===== src/rtl/rx_dec_pkg.sv =====
// Shared constants, coefficient table and output rounding for the Rx decimate-by-4 FIR.
package rx_dec_pkg;

  localparam int unsigned DEC_FACTOR   = 4;
  localparam int unsigned NTAPS        = 16;
  localparam int unsigned BRANCH_TAPS  = NTAPS / DEC_FACTOR;
  localparam int unsigned PH_W         = $clog2(DEC_FACTOR);
  localparam int unsigned ACC_W_C      = 25;
  localparam int unsigned OUT_W_C      = 12;

  localparam int signed COEF [NTAPS] = '{
    1, 35, 161, 315, 512, 680, 800, 860,
    860, 800, 680, 512, 315, 161, 35, 1
  };

  localparam logic signed [ACC_W_C-1:0] OUT_MAX = ACC_W_C'((2 ** (OUT_W_C - 1)) - 1);
  localparam logic signed [ACC_W_C-1:0] OUT_MIN = ACC_W_C'(-(2 ** (OUT_W_C - 1)));

  // Round half up, arithmetic shift, then clamp to the signed output range.
  function automatic logic signed [OUT_W_C-1:0] sat_round(
    input logic signed [ACC_W_C-1:0] acc,
    input int unsigned               shift
  );
    logic signed [ACC_W_C-1:0] rnd;
    logic signed [ACC_W_C-1:0] r;
    rnd = ACC_W_C'(1) <<< (shift - 1);
    r   = (acc + rnd) >>> shift;
    if (r > OUT_MAX) begin
      return OUT_W_C'(OUT_MAX);
    end else if (r < OUT_MIN) begin
      return OUT_W_C'(OUT_MIN);
    end
    return OUT_W_C'(r);
  endfunction

endpackage


===== src/rtl/rx_poly_branch.sv =====
// One polyphase branch: 4-tap multiply-add on taps p, p+4, p+8, p+12, registered on enable.
module rx_poly_branch
  import rx_dec_pkg::*;
#(
  parameter int unsigned P     = 0,
  parameter int unsigned IN_W  = 12,
  parameter int unsigned ACC_W = 25
) (
  input  logic                    clk,
  input  logic                    rst_n,
  input  logic                    en_i,
  input  logic signed [IN_W-1:0]  taps_i [BRANCH_TAPS],
  output logic signed [ACC_W-1:0] sum_o
);

  logic signed [ACC_W-1:0] sum_d;
  logic signed [ACC_W-1:0] sum_q;

  always_comb begin
    sum_d = '0;
    for (int j = 0; j < BRANCH_TAPS; j++) begin
      sum_d = sum_d + ACC_W'(taps_i[j]) * ACC_W'(COEF[DEC_FACTOR * j + P]);
    end
  end

  always_ff @(posedge clk or negedge rst_n) begin
    if (!rst_n) begin
      sum_q <= '0;
    end else if (en_i) begin
      sum_q <= sum_d;
    end
  end

  assign sum_o = sum_q;

endmodule


===== src/rtl/rx_decimation_filter.sv =====
// Decimate-by-4, 16-tap symmetric low-pass FIR; two-stage valid-tagged pipeline after
// each decimation point, one rounded/saturated output per four accepted samples.
module rx_decimation_filter
  import rx_dec_pkg::*;
#(
  parameter int unsigned IN_W  = 12,
  parameter int unsigned ACC_W = 25,
  parameter int unsigned OUT_W = 12,
  parameter int unsigned SHIFT = 12
) (
  input  logic                    clk,
  input  logic                    rst_n,
  input  logic                    in_valid,
  input  logic signed [IN_W-1:0]  in_dec,
  input  logic                    sync,
  output logic                    out_valid,
  output logic signed [OUT_W-1:0] out_dec
);

  logic signed [IN_W-1:0]  xd_q [NTAPS];
  logic signed [IN_W-1:0]  xd_d [NTAPS];
  logic [PH_W-1:0]         ph_q, ph_d, ph_eff;
  logic                    dec_q, dec_d;
  logic                    v1_q;
  logic                    out_valid_q;
  logic signed [OUT_W-1:0] out_dec_q, out_dec_d;
  logic signed [ACC_W-1:0] bsum [DEC_FACTOR];
  logic signed [ACC_W-1:0] acc_c;

  // Delay-line shift and phase tracking; sync realigns the incoming sample to phase 0.
  always_comb begin
    for (int i = 0; i < NTAPS; i++) begin
      xd_d[i] = xd_q[i];
    end
    dec_d  = 1'b0;
    ph_eff = sync ? '0 : ph_q;
    ph_d   = ph_eff;
    if (in_valid) begin
      xd_d[0] = in_dec;
      for (int i = 1; i < NTAPS; i++) begin
        xd_d[i] = xd_q[i-1];
      end
      ph_d  = ph_eff + PH_W'(1);
      dec_d = (ph_eff == PH_W'(DEC_FACTOR - 1));
    end
  end

  for (genvar p = 0; p < DEC_FACTOR; p++) begin : g_branch
    logic signed [IN_W-1:0] taps [BRANCH_TAPS];
    for (genvar j = 0; j < BRANCH_TAPS; j++) begin : g_tap
      assign taps[j] = xd_q[DEC_FACTOR * j + p];
    end
    rx_poly_branch #(
      .P     (p),
      .IN_W  (IN_W),
      .ACC_W (ACC_W)
    ) u_branch (
      .clk    (clk),
      .rst_n  (rst_n),
      .en_i   (dec_q),
      .taps_i (taps),
      .sum_o  (bsum[p])
    );
  end

  always_comb begin
    acc_c = '0;
    for (int p = 0; p < DEC_FACTOR; p++) begin
      acc_c = acc_c + bsum[p];
    end
    out_dec_d = sat_round(acc_c, SHIFT);
  end

  always_ff @(posedge clk or negedge rst_n) begin
    if (!rst_n) begin
      for (int i = 0; i < NTAPS; i++) begin
        xd_q[i] <= '0;
      end
      ph_q        <= '0;
      dec_q       <= 1'b0;
      v1_q        <= 1'b0;
      out_valid_q <= 1'b0;
      out_dec_q   <= '0;
    end else begin
      xd_q        <= xd_d;
      ph_q        <= ph_d;
      dec_q       <= dec_d;
      v1_q        <= dec_q;
      out_valid_q <= v1_q;
      if (v1_q) begin
        out_dec_q <= out_dec_d;
      end
    end
  end

  assign out_valid = out_valid_q;
  assign out_dec   = out_dec_q;

endmodule


===== config.mk =====
export PLATFORM = sky130hd
export DESIGN_NAME = rx_decimation_filter
export DESIGN_NICKNAME = d
export VERILOG_FILES = /design/src/rtl/rx_dec_pkg.sv /design/src/rtl/rx_poly_branch.sv /design/src/rtl/rx_decimation_filter.sv
export SDC_FILE = /design/constraint.sdc
export NUM_CORES = 2
export LEC_CHECK = 0
export CORE_UTILIZATION = 40
export CTS_CLUSTER_DIAMETER = 40
export DETAILED_ROUTE_END_ITERATION = 12
export SYNTH_ARGS = -nofsm -noshare
export SYNTH_HDL_FRONTEND = slang
export SYNTH_SLANG_ARGS = --single-unit

===== constraint.sdc =====
create_clock -name clk -period 9.9 [get_ports clk]
set_clock_uncertainty 0.05 [all_clocks]
set_input_delay 1.485 -clock clk [delete_from_list [all_inputs] [get_ports clk]]
set_output_delay 1.485 -clock clk [all_outputs]
set_load 0.05 [all_outputs]

# Word-level counts from Yosys, hierarchy flattened
# Index checks and enable logic that the tools add are counted.
# word_totals
out_inout_bits,13
in_bits,16
register_bits,309
word_cells,65
# op_classes
n_mul,12
mux,8
order_cmp,2
n_addsub,17
n_eq_ne,1
# ops
operator,n
adder 25 bit,12
"multiplier 12 x 9 -> 21 bit, second input constant",4
"multiplier 12 x 10 -> 22 bit, second input constant",2
"multiplier 12 x 8 -> 20 bit, second input constant",2
"multiplier 12 x 7 -> 19 bit, second input constant",2
"multiplier 12 x 6 -> 18 bit, second input constant",2
two-way mux 12 bit,3
adder 25 x 12 -> 25 bit,1
"adder 25 x 13 -> 25 bit, second input constant",1
adder 25 x 21 -> 25 bit,1
adder 12 x 21 -> 22 bit,1
"> comparator 13 x 12 -> 1 bit, second input constant",1
"less-than comparator 13 x 12 -> 1 bit, second input constant",1
two-way mux 2 bit,2
two-way mux 1 bit,3
"adder 2 x 1 -> 2 bit, second input constant",1
"== test 2 bit, second input constant",1

# Longest topological paths before layout
# logic_depth
ltp_word,8
depth_mapped,30
depth_no_buf,30

# Cells and area by module
# From an unflattened synthesis, not the netlist that was laid out.
# unflattened
cells_unflattened,4429
hier_area_um2,43937.1
# by_module_without_submodules
mod,instances,seq_area_each_um2,cells_per_inst,area_each_um2
rx_decimation_filter,1,5230.0,772,10362.4
rx_poly_branch (g_branch[2].u_branch),1,625.6,955,8694.6
rx_poly_branch (g_branch[1].u_branch),1,625.6,928,8549.4
rx_poly_branch (g_branch[3].u_branch),1,625.6,872,8171.6
rx_poly_branch (g_branch[0].u_branch),1,625.6,902,8159.1

# Worst setup path after synthesis
# Ideal clock, no wire load.
# synth_path
kind,register to register
from,register xd_q (netlist bit g_branch[0].taps[6])
to,register g_branch[0].u_branch.sum_q[23]
path_stages_with_launch,29
synth_period_minus_slack_ns,6.874
slack_ns,3.026
path_buffers,0
t_required_ns,9.730
setup_ns,0.120
arrival_time_ns,6.704
cell_sequence,dfrtp_1 ha_1 fa_1 inv_1 fa_1 inv_1 fa_1 inv_1 fa_1 inv_1 ha_1 or2_2 a21oi_1 a21oi_1 a21o_1 a21oi_1 xor2_1 fa_1 inv_1 ha_1 a21o_1 a21o_1 a21oi_1 o21ai_0 a41o_1 o31a_1 o211ai_1 nand3_1 a31o_2
# synth_between
elab_chain_cells,2
# synth_rtl
element,line_no,rtl
from (decl),rx_decimation_filter.sv:20,logic signed [IN_W-1:0] xd_q [NTAPS];
"from (signal, indexed assignment)",rx_decimation_filter.sv:77,xd_q[i] <= '0;
from (signal assigned),rx_decimation_filter.sv:85,xd_q <= xd_d;
multiplier 12 x 10 -> 22 bit,rx_poly_branch.sv:22,sum_d = sum_d + ACC_W'(taps_i[j]) * ACC_W'(COEF[DEC_FACTOR * j + P]);
adder 25 bit,rx_poly_branch.sv:22,
to (signal assigned),rx_poly_branch.sv:30,sum_q <= sum_d;
to (decl),rx_poly_branch.sv:17,logic signed [ACC_W-1:0] sum_q;
# No other way between the ends.
# A chain may end at the register's enable or synchronous reset.

# Worst setup path in the final report
# Ends and elaborated chain as after synthesis.

==> results.toml <==
[outcome]
status = "completed"

[layout]
multi_input_area_sq_mm = 0.0300
drive_above_1_share_pct = 7.76
final_common_cell = "inv_1"
fillers = 9927
layout_common_cells = "inv_1 (1,075), ha_1 (739), fa_1 (457)"
stdcell_area_sq_mm = 0.0466
nets = 5661
layout.cells.non_filler = 5893
seq_area_sq_mm = 0.00774
syn_to_final_growth_pct = 11.0

[routing]
wire_per_inst_um = 19.2
vias = 29600
drt_wl_total_mm = 113
dr.first_iter.drc_count = 1621
dr.pass1.iters = 5
drcViolationCount = 0
avgViaCountPerCell = 5.02
drtAntennaViolNets = 0

[floorplanning]
die-area_sq_mm = 0.106
ios = 29
die_y_um = 326
core_sq_mm = 0.104
chipWidth_um = 326
std_cell_rows = 118
initial_utilization_pct = 40.5

[synthesis]
synthFlopType = "dfrtp_1"
synth_area_sq_mm = 0.0420
synth_async_sr_flop_share_pct = 100
yosysWarnings = 0
synth_seq_cells = 309
synth_top_cell_area_share_pct = 22.0
seq_area_frac_synth_pct = 18.4
synth_edf_count = 0
yosysTopAreaCell = "ha_1"
synth_area_leaders = "ha_1 (22%), fa_1 (22%), dfrtp_1 (18%), inv_1 (9.6%), mux2_2 (4.3%)"
netlist_instances = 4389
avgSynthCellArea_sq_um = 9.58
syn-num-nets = 5601
netlist-cell-type-count = 82

[cts]
cts_tree = "yes"
htree_levels = 3
cts-resized-gates = 0
clock_latency_ns = 0.63
cts_hold_buf = 0
cts_buffer_depth = 3
clkSinkCount = 309
cts_setup_buffers = 0
numCtsBuffers = 74
root_buffer = "clkbuf_16"
clk_pin_slew_ns = 0.05

[setup_path]
slowest_stage = "fa_1"
critPathKind = "flip-flop to flip-flop"
critPathMaxFanout = 8
startpoint_type = "flip-flop"
cp_data_arrival_time_ns = 7.75
required_ns = 10.36
crit_path_end_kind = "flip-flop"
max_stage_delay_ns = 0.54

[grt]
grtUsageTotal_pct = 21.8
overflow = 0
antenna_found_initial = 6
grt_pass1_vias = 30600
grt_max_degree = 197
grt_pass1_wl_mm = 177

[place]
gp_congestion = 0.886
hpwl_mm = 94.5
dpl.cell_count = 5753
dpl-instance-area_sq_mm = 0.0439
port_buffers = 28

[timing]
fmax_mhz = 137
min_period_over_period_pct = 73.6
worstMarginPinSlew_ns = 1.03
rsz0062_at_grt = "false"
period_minus_slack_ns = 7.29
drv_slew = 0
finalHoldViolCount = 0
tns_ns = 0
max_slew_margin_pct = 31.4
setup_violations = 0

[job]
maxCapViolCount = 0

[min_path]
hold_path.class = "flip-flop to flip-flop"
-- final timing paths --
path | from | endpoint | slack, ns | depth (start not counted)
worst max register to register | g_branch[0].taps[6] | g_branch[0].u_branch.sum_o[23] | 2.61 | 28
max in group asynchronous | rst_n | g_branch[2].u_branch.sum_o[22] | 7.34 | 2
min in group asynchronous | rst_n | g_branch[3].u_branch.sum_o[4] | 0.86 | 1
worst min-delay path | g_branch[3].taps[21] | g_branch[0].taps[9] | 0.44 | 2
worst min register to register | g_branch[3].taps[21] | g_branch[0].taps[9] | 0.44 | 2
worst max-delay path | g_branch[0].taps[6] | g_branch[0].u_branch.sum_o[23] | 2.61 | 28
-- cell usage after synthesis, types with 35 or more instances --
master,number
a21oi_1,180
nor3_1,51
fa_1,457
mux2_2,159
nand3_1,59
nor2_1,136
xor2_1,90
nand2b_1,35
inv_1,1075
clkbuf_1,44
a21o_1,67
dfrtp_1,309
ha_1,739
o21ai_0,202
xnor2_1,185
nand2_1,222
-- cell type report --
type / count / area share (%)
clock buffer: 98 / 4.47
timing repair buffer: 37 / 0.821
sequential: 309 / 16.6
multi-input combinational: 2951 / 64.4
tap: 1380 / 3.70
clock inverter: 37 / 1.33
inverter: 1076 / 8.66
antenna: 5 / 0.0268
-- worst max-delay path: cells and delay by family (launching register included) --
family / cells / cell delay [ns]
fa+ha+maj: 8 / 3.58
xor+xnor: 1 / 0.11
simple gates: 2 / 0.40
compound gates: 12 / 2.32
buf+inv: 5 / 0.23
flops: 1 / 0.50
-- metal layers --
layer | global-route usage [%] | routed length (um) | vias to the layer above
li1 | - | - | 14300
met1 | 29.4 | 52500 | 14600
met2 | 35.5 | 51500 | 473
met3 | 3.06 | 4570 | 183
met4 | 8.25 | 4690 | 6
met5 | 0 | 29 | -
-- registers in the layout (all words and copies together), names as in the netlist --
signal,cells
out_dec,12
g_branch.taps,192
ph_q,2
dec_q,1
g_branch.u_branch.sum_o,100
out_valid,1
v1_q,1
-- cells by family after synthesis --
family / count (synthesis) / share of synthesized area, %
adder cells (fa/ha/maj): 1196 / 43.8
buffers and inverters: 1129 / 10.1
AO/OA/AOI/OAI: 694 / 10.6
AND/OR/NAND/NOR: 618 / 6.86
flip-flops: 309 / 18.4
XOR/XNOR: 276 / 5.77
multiplexers: 167 / 4.45
-- stage by stage --
step | utilization, % | hold slack [ns] | setup WS [ns]
after detailed placement | 42.3 | 0.423 | 2.63
final | 44.9 | 0.435 | 2.61
after global placement | 42.3 | 0.430 | 2.65
after global routing | 44.9 | 0.481 | 2.25
after CTS | 44.9 | 0.440 | 2.62
after floorplan | - | 0.302 | 3.03
Power is not shown: default switching activity piles up to over one toggle a cycle in this logic, so the estimate is an artifact.
